===== src/rtl/mskaes_32bits_key_ctrl.sv =====
// -----------------------------------------------------------------------------
// mskaes_32bits_key_ctrl
//   Control FSM for a 32-bit-column masked AES key schedule (AES-128/AES-256,
//   forward or inverse). Each schedule step pushes one key column through the
//   shared masked Sbox, waits out the Sbox latency and then updates the four
//   round-key columns over four UPDATE cycles.
//
// Parameters
//   SBOX_LAT  latency of the shared masked Sbox in cycles (1..15)
//
// Ports
//   clk, rst_n              clock, synchronous active-low reset
//   start / start_ready     schedule request handshake (ready only in IDLE)
//   mode_256, inverse       schedule options, latched when start is accepted
//   sb_req / sb_gnt         Sbox arbitration handshake
//   rk_valid, last_step,
//   busy                    status
//   init .. col7_toSB       key datapath controls
//   mode_256_o              latched AES-256 mode
// -----------------------------------------------------------------------------
module mskaes_32bits_key_ctrl #(
  parameter int unsigned SBOX_LAT = 4
) (
  input  logic clk,
  input  logic rst_n,
  input  logic start,
  output logic start_ready,
  input  logic mode_256,
  input  logic inverse,
  output logic sb_req,
  input  logic sb_gnt,
  output logic rk_valid,
  output logic last_step,
  output logic busy,
  output logic init,
  output logic enable_pipe_low,
  output logic enable_pipe_high,
  output logic loop,
  output logic add_from_sb,
  output logic rcon_rst,
  output logic rcon_mode_256,
  output logic rcon_update,
  output logic rcon_inverse,
  output logic enable_buffer_from_sbox,
  output logic rst_buffer_from_sbox,
  output logic disable_rot_rcon,
  output logic feedback_from_high,
  output logic col7_toSB,
  output logic mode_256_o
);

  typedef enum logic [2:0] {
    IDLE,
    LOAD,
    SB_ISSUE,
    SB_WAIT,
    UPDATE,
    DONE
  } state_e;

  localparam logic [3:0] WAIT_INIT = 4'(SBOX_LAT - 1);

  state_e     state_q, state_d;
  logic [3:0] step_q, step_d;
  logic [3:0] wait_q, wait_d;
  logic [1:0] phase_q, phase_d;
  logic       mode_q, mode_d;
  logic       inv_q, inv_d;

  logic [3:0] step_last;
  logic       in_step;
  logic       skip_rot;

  assign step_last = mode_q ? 4'd12 : 4'd9;
  assign in_step   = (state_q == SB_ISSUE) || (state_q == SB_WAIT) || (state_q == UPDATE);
  // AES-256 odd steps expand the second key half: SubWord only, no RotWord/Rcon.
  assign skip_rot  = in_step && mode_q && step_q[0];

  always_ff @(posedge clk) begin
    if (!rst_n) begin
      state_q <= IDLE;
      step_q  <= '0;
      wait_q  <= '0;
      phase_q <= '0;
      mode_q  <= 1'b0;
      inv_q   <= 1'b0;
    end else begin
      state_q <= state_d;
      step_q  <= step_d;
      wait_q  <= wait_d;
      phase_q <= phase_d;
      mode_q  <= mode_d;
      inv_q   <= inv_d;
    end
  end

  always_comb begin
    state_d = state_q;
    step_d  = step_q;
    wait_d  = wait_q;
    phase_d = phase_q;
    mode_d  = mode_q;
    inv_d   = inv_q;
    case (state_q)
      IDLE: begin
        if (start) begin
          mode_d  = mode_256;
          inv_d   = inverse;
          state_d = LOAD;
        end
      end
      LOAD: begin
        step_d  = '0;
        phase_d = '0;
        state_d = SB_ISSUE;
      end
      SB_ISSUE: begin
        if (sb_gnt) begin
          phase_d = '0;
          if (SBOX_LAT == 1) begin
            state_d = UPDATE;
          end else begin
            wait_d  = WAIT_INIT;
            state_d = SB_WAIT;
          end
        end
      end
      SB_WAIT: begin
        // Counter reaches 0 on the edge into UPDATE, so SB_WAIT spans SBOX_LAT-1 cycles.
        wait_d = wait_q - 4'd1;
        if (wait_q <= 4'd1) begin
          state_d = UPDATE;
        end
      end
      UPDATE: begin
        phase_d = phase_q + 2'd1;
        if (phase_q == 2'd3) begin
          if (step_q >= step_last) begin
            state_d = DONE;
          end else begin
            step_d  = step_q + 4'd1;
            state_d = SB_ISSUE;
          end
        end
      end
      DONE: begin
        state_d = IDLE;
      end
      default: begin
        state_d = IDLE;
      end
    endcase
  end

  always_comb begin
    start_ready             = 1'b0;
    sb_req                  = 1'b0;
    rk_valid                = 1'b0;
    init                    = 1'b0;
    enable_pipe_low         = 1'b0;
    enable_pipe_high        = 1'b0;
    loop                    = 1'b0;
    add_from_sb             = 1'b0;
    rcon_rst                = 1'b0;
    rcon_update             = 1'b0;
    enable_buffer_from_sbox = 1'b0;
    rst_buffer_from_sbox    = 1'b0;
    feedback_from_high      = 1'b0;
    case (state_q)
      IDLE: begin
        start_ready = 1'b1;
      end
      LOAD: begin
        init                    = 1'b1;
        enable_pipe_low         = 1'b1;
        enable_pipe_high        = mode_q;
        rcon_rst                = 1'b1;
        rst_buffer_from_sbox    = 1'b1;
        enable_buffer_from_sbox = 1'b1;
      end
      SB_ISSUE: begin
        sb_req = 1'b1;
      end
      UPDATE: begin
        enable_pipe_low         = 1'b1;
        enable_pipe_high        = mode_q;
        rk_valid                = 1'b1;
        add_from_sb             = (phase_q == 2'd0);
        enable_buffer_from_sbox = inv_q && (phase_q == 2'd0);
        feedback_from_high      = mode_q && (phase_q == 2'd3);
        rcon_update             = (phase_q == 2'd3) && !skip_rot;
      end
      DONE: begin
        loop            = 1'b1;
        enable_pipe_low = 1'b1;
      end
      default: begin
      end
    endcase
  end

  assign busy             = (state_q != IDLE);
  assign last_step        = in_step && (step_q == step_last);
  assign disable_rot_rcon = skip_rot;
  assign col7_toSB        = sb_req && mode_q && (step_q == 4'd0);
  assign rcon_inverse     = busy && inv_q;
  // The latched mode stays visible through IDLE until the next accepted start.
  assign rcon_mode_256    = mode_q;
  assign mode_256_o       = mode_q;

endmodule


===== config.mk =====
export PLATFORM = sky130hd
export DESIGN_NAME = mskaes_32bits_key_ctrl
export DESIGN_NICKNAME = d
export VERILOG_FILES = /design/src/rtl/mskaes_32bits_key_ctrl.sv
export SDC_FILE = /design/constraint.sdc
export NUM_CORES = 1
export LEC_CHECK = 0
export ABC_AREA = 1
export BUFFER_PORTS_ARGS = -buffer_cell sky130_fd_sc_hd__buf_4
export CAP_MARGIN = 10
export CORE_ASPECT_RATIO = 1.2
export CORE_MARGIN = 5
export CORE_UTILIZATION = 30
export DETAILED_ROUTE_END_ITERATION = 6
export PLACE_DENSITY = 0.55
export SYNTH_ARGS = -nofsm -noshare
export SYNTH_HDL_FRONTEND = slang
export SYNTH_SLANG_ARGS = --single-unit
export TNS_END_PERCENT = 20

===== constraint.sdc =====
create_clock -name clk -period 1.3 [get_ports clk]
set_input_delay 0.39 -clock clk [delete_from_list [all_inputs] [get_ports clk]]
set_output_delay 0.39 -clock clk [all_outputs]
set_load 0.01 [all_outputs]

==> flow_metrics.py <==
metrics = {
    "setup_path": {
        "timing.rr.start": "mode_256_o$_SDFFE_PN0P_",
        "r2r_cells": 12,
        "timing.rr.end": "step_q[1]$_SDFFE_PN0P_",
        "worstPathRequired_ps": 910,
        "endpoint_kind": "primary output",
        "critical_path_class": "flip-flop to primary output",
        "cp-start-kind": "flip-flop",
        "arrival_ps": 1330,
        "worstPathMaxFanout": 3,
        "worst-r2r-setup-slack_ps": -290,
    },
    "cts": {
        "tritoncts.num_buffers": 3,
        "clock_tree.htree_level_count": 1,
        "post_cts_hold_buffer_count": 0,
        "clock_path_buffers": 2,
        "cts_tree": "built",
        "clock_sinks": 15,
        "clk_root_buffer_cell": "sky130_fd_sc_hd__clkbuf_8",
        "clk_pin_slew_ps": 70,
        "clk_latency_ps": 260,
    },
    "yosys": {
        "synth_top_family_by_area": "simple AND/OR/NAND/NOR gates",
        "prevailing_post_synth_register_cell": "sky130_fd_sc_hd__dfxtp_1",
        "synth_top_cells_by_count": "41 x sky130_fd_sc_hd__nand2_1, 21 x sky130_fd_sc_hd__inv_1, 19 x sky130_fd_sc_hd__nor2_1",
        "synth-seq-cells": 15,
        "post-synth-top-area-cell": "sky130_fd_sc_hd__dfxtp_1",
        "synth_fp_nets": 174,
        "synth_xor_xnor_area_share_pct": 0.853,
        "synth-compound-area-share_pct": 13.6,
        "netlist_area_mm2": 0.00103,
        "netlist_instances": 160,
        "yosys.cell_count.top_type": "sky130_fd_sc_hd__nand2_1",
        "synth_area_per_cell_um2": 6.42,
        "post_synth_and_or_nand_nor_area_fraction_pct": 35.2,
        "ys_types": 20,
        "post_synth_fa_ha_maj_area_fraction_pct": 9.74,
        "yosysSeqAreaShare_pct": 29.2,
        "asyncSetResetFlopFracSynth_pct": 0,
        "synth-warning-count": 0,
        "yosys.area.top_type_share_pct": 29.2,
        "synth.area.top_cells": "sky130_fd_sc_hd__dfxtp_1 29%, sky130_fd_sc_hd__nand2_1 15%, sky130_fd_sc_hd__ha_1 9.7%",
        "synth_edf_count": 0,
        "yosys-mux-area-fraction_pct": 0,
    },
    "outcome": {
        "outcome": "complete, but fails checks",
        "failing_checks": "setup timing",
    },
    "floorplanning": {
        "floorplan.die.height_um": 74.1,
        "core.rowCount": 23,
        "design.portCount": 26,
        "floorplan.core_area_mm2": 0.00331,
        "die_w_um": 63.4,
        "start_util_pct": 31.0,
        "die_footprint_mm2": 0.00470,
    },
    "global_routing": {
        "vias_in_the_first_global_route": 1255,
        "grt.overflow.total": 0,
        "grt_max_degree": 9,
        "grt_first_pass_wirelength_um": 5500,
        "grt_antenna_before_repair": 0,
        "grt_use_total_pct": 14.8,
    },
    "timing": {
        "fmaxAchievable_ghz": 0.582,
        "finClkSkew_ps": 5.40,
        "period_needed_ps": 1720,
        "hold_ws_ps": 407,
        "number_of_max_slew_violations_in_the_final_report": 0,
        "setup-tns-final_ps": -6320,
        "min_period_over_period_pct": 132,
        "setup_ws_ps": -418,
        "max_slew.worst_pin.slew_ps": 314,
        "hold_violation_count_in_the_final_report": 0,
        "relSlewSlack_pct": 79.1,
        "grt_setup_unrepaired": "true",
        "timing.final.setup_violations": 26,
    },
    "placement": {
        "dp_hpwl_um": 2490,
        "gp_congestion": 0.836,
        "post_dp_cell_area_mm2": 0.00152,
        "dp_worst_setup_slack_ps": -201,
        "io_buffers": 25,
        "numPlacedInstances": 247,
    },
    "pwr": {
        "power_per_cell_area_mw_per_mm2": 1430,
        "power_mw": 2.57,
        "leakagePower_nw": 0.853,
        "irDropWorstVdd_v": 0.000840,
    },
    "cells_and_area": {
        "multi_input_comb_area_um2": 800,
        "final_layout_size_suffix_gt1_share_pct": 53.2,
        "regArea_um2": 319,
        "area_delta_synth_final_pct": 74.5,
        "n_antenna_cell": 0,
        "finish.utilization_pct": 54.2,
        "finalNonFillerCells": 257,
        "total_nets_final": 235,
        "n_fill_cell": 312,
        "design_area_mm2": 0.00179,
    },
    "worst_hold_path": {
        "timing.hold.worst_path_depth": 3,
        "hold_end": "inv_q$_SDFFE_PN0P_",
        "hp-start": "inverse",
        "timing.hold.worst.class": "primary input to flip-flop",
    },
    "drt": {
        "first_iter_violations": 33,
        "drc_errors": 0,
        "drt-vias-per-instance": 4.75,
        "vias": 1222,
        "routed_wl_um": 3440,
        "drt_pre_antenna_iters": 4,
        "drtAntennaViolNets": 0,
        "avgRoutedWirePerCell_um": 13.4,
    },
    "flow_run": {
        "timing.max_cap.violations": 0,
    },
}
==> worst max-delay path, cell delays in order (launching register included) <==
cell and delay [ps]:
sky130_fd_sc_hd__dfxtp_4 370, sky130_fd_sc_hd__inv_6 40, sky130_fd_sc_hd__ha_4 250, sky130_fd_sc_hd__nand2_2 50, sky130_fd_sc_hd__inv_2 70, sky130_fd_sc_hd__nand2_2 60
sky130_fd_sc_hd__a21oi_2 100, sky130_fd_sc_hd__buf_4 130
==> worst max-delay path by stage <==
| stage | from | end | slack (ps) | depth (start not counted) |
|---|---|---|---|---|
| 2_1_floorplan | mode_256_o$_SDFFE_PN0P_ | last_step | -100 | 6 |
| 3_3_place_gp | mode_256_o$_SDFFE_PN0P_ | last_step | -140 | 7 |
| 3_5_place_dp | mode_256_o$_SDFFE_PN0P_ | step_q[1]$_SDFFE_PN0P_ | -200 | 10 |
| 4_1_cts | mode_256_o$_SDFFE_PN0P_ | last_step | -420 | 7 |
| 5_1_grt | mode_256_o$_SDFFE_PN0P_ | last_step | -470 | 7 |
| 6_report | mode_256_o$_SDFFE_PN0P_ | last_step | -420 | 7 |
==> final cells by class <==
| cell class | count | area share, % |
|---|---|---|
| multi-input cells | 117 | 44.6 |
| repair buffers | 59 | 26.6 |
| flip-flops and latches | 15 | 17.8 |
| inverters | 25 | 5.93 |
| well taps | 37 | 2.58 |
| clock buffers | 4 | 2.51 |
==> where the power goes <==
group / switching (mW) / leakage, nW / internal [mW]
registers: 0.0904 / 0.127 / 0.551
logic: 0.807 / 0.704 / 0.720
clock network: 0.185 / 0.0228 / 0.218
==> sequential cells by signal (all words and copies together), names as in the netlist <==
signal / cells
wait_q: 4
phase_q: 2
state_q: 3
mode_256_o: 1
step_q: 4
inv_q: 1
==> routing by layer <==
layer	GRT usage, %	part of all wire (%)
met5	0	0
met1	15.0	39
met3	3.47	3.8
met2	28.0	55
met4	8.08	2.4
==> what timing repair did <==
item | CTS | global route
setup buffers | 2 | 4
setup endpoints to repair | 30 | 32
resized for setup | 28 | 25
pin swaps | 10 | 13
==> cells by family after synthesis <==
logic type               Yosys count
AO/OA/AOI/OAI                     26
adder cells (fa/ha/maj)            8
buffers and inverters             28
XOR/XNOR                           1
flip-flops                        15
AND/OR/NAND/NOR                   82
==> cell usage in the layout, fill, tap and decap left out, drive strengths merged, types with 2 or more instances in the layout <==
master  Yosys  layout
a211oi      2       2
clkbuf      0       4
o21ai       7       7
nand4       3       3
nand2      45      45
inv        25      25
buf         3      59
dfxtp      15      15
ha          8       8
nand3      10      10
nor2       23      23
a21oi      15      15
Power figures use the tool's default switching activity.
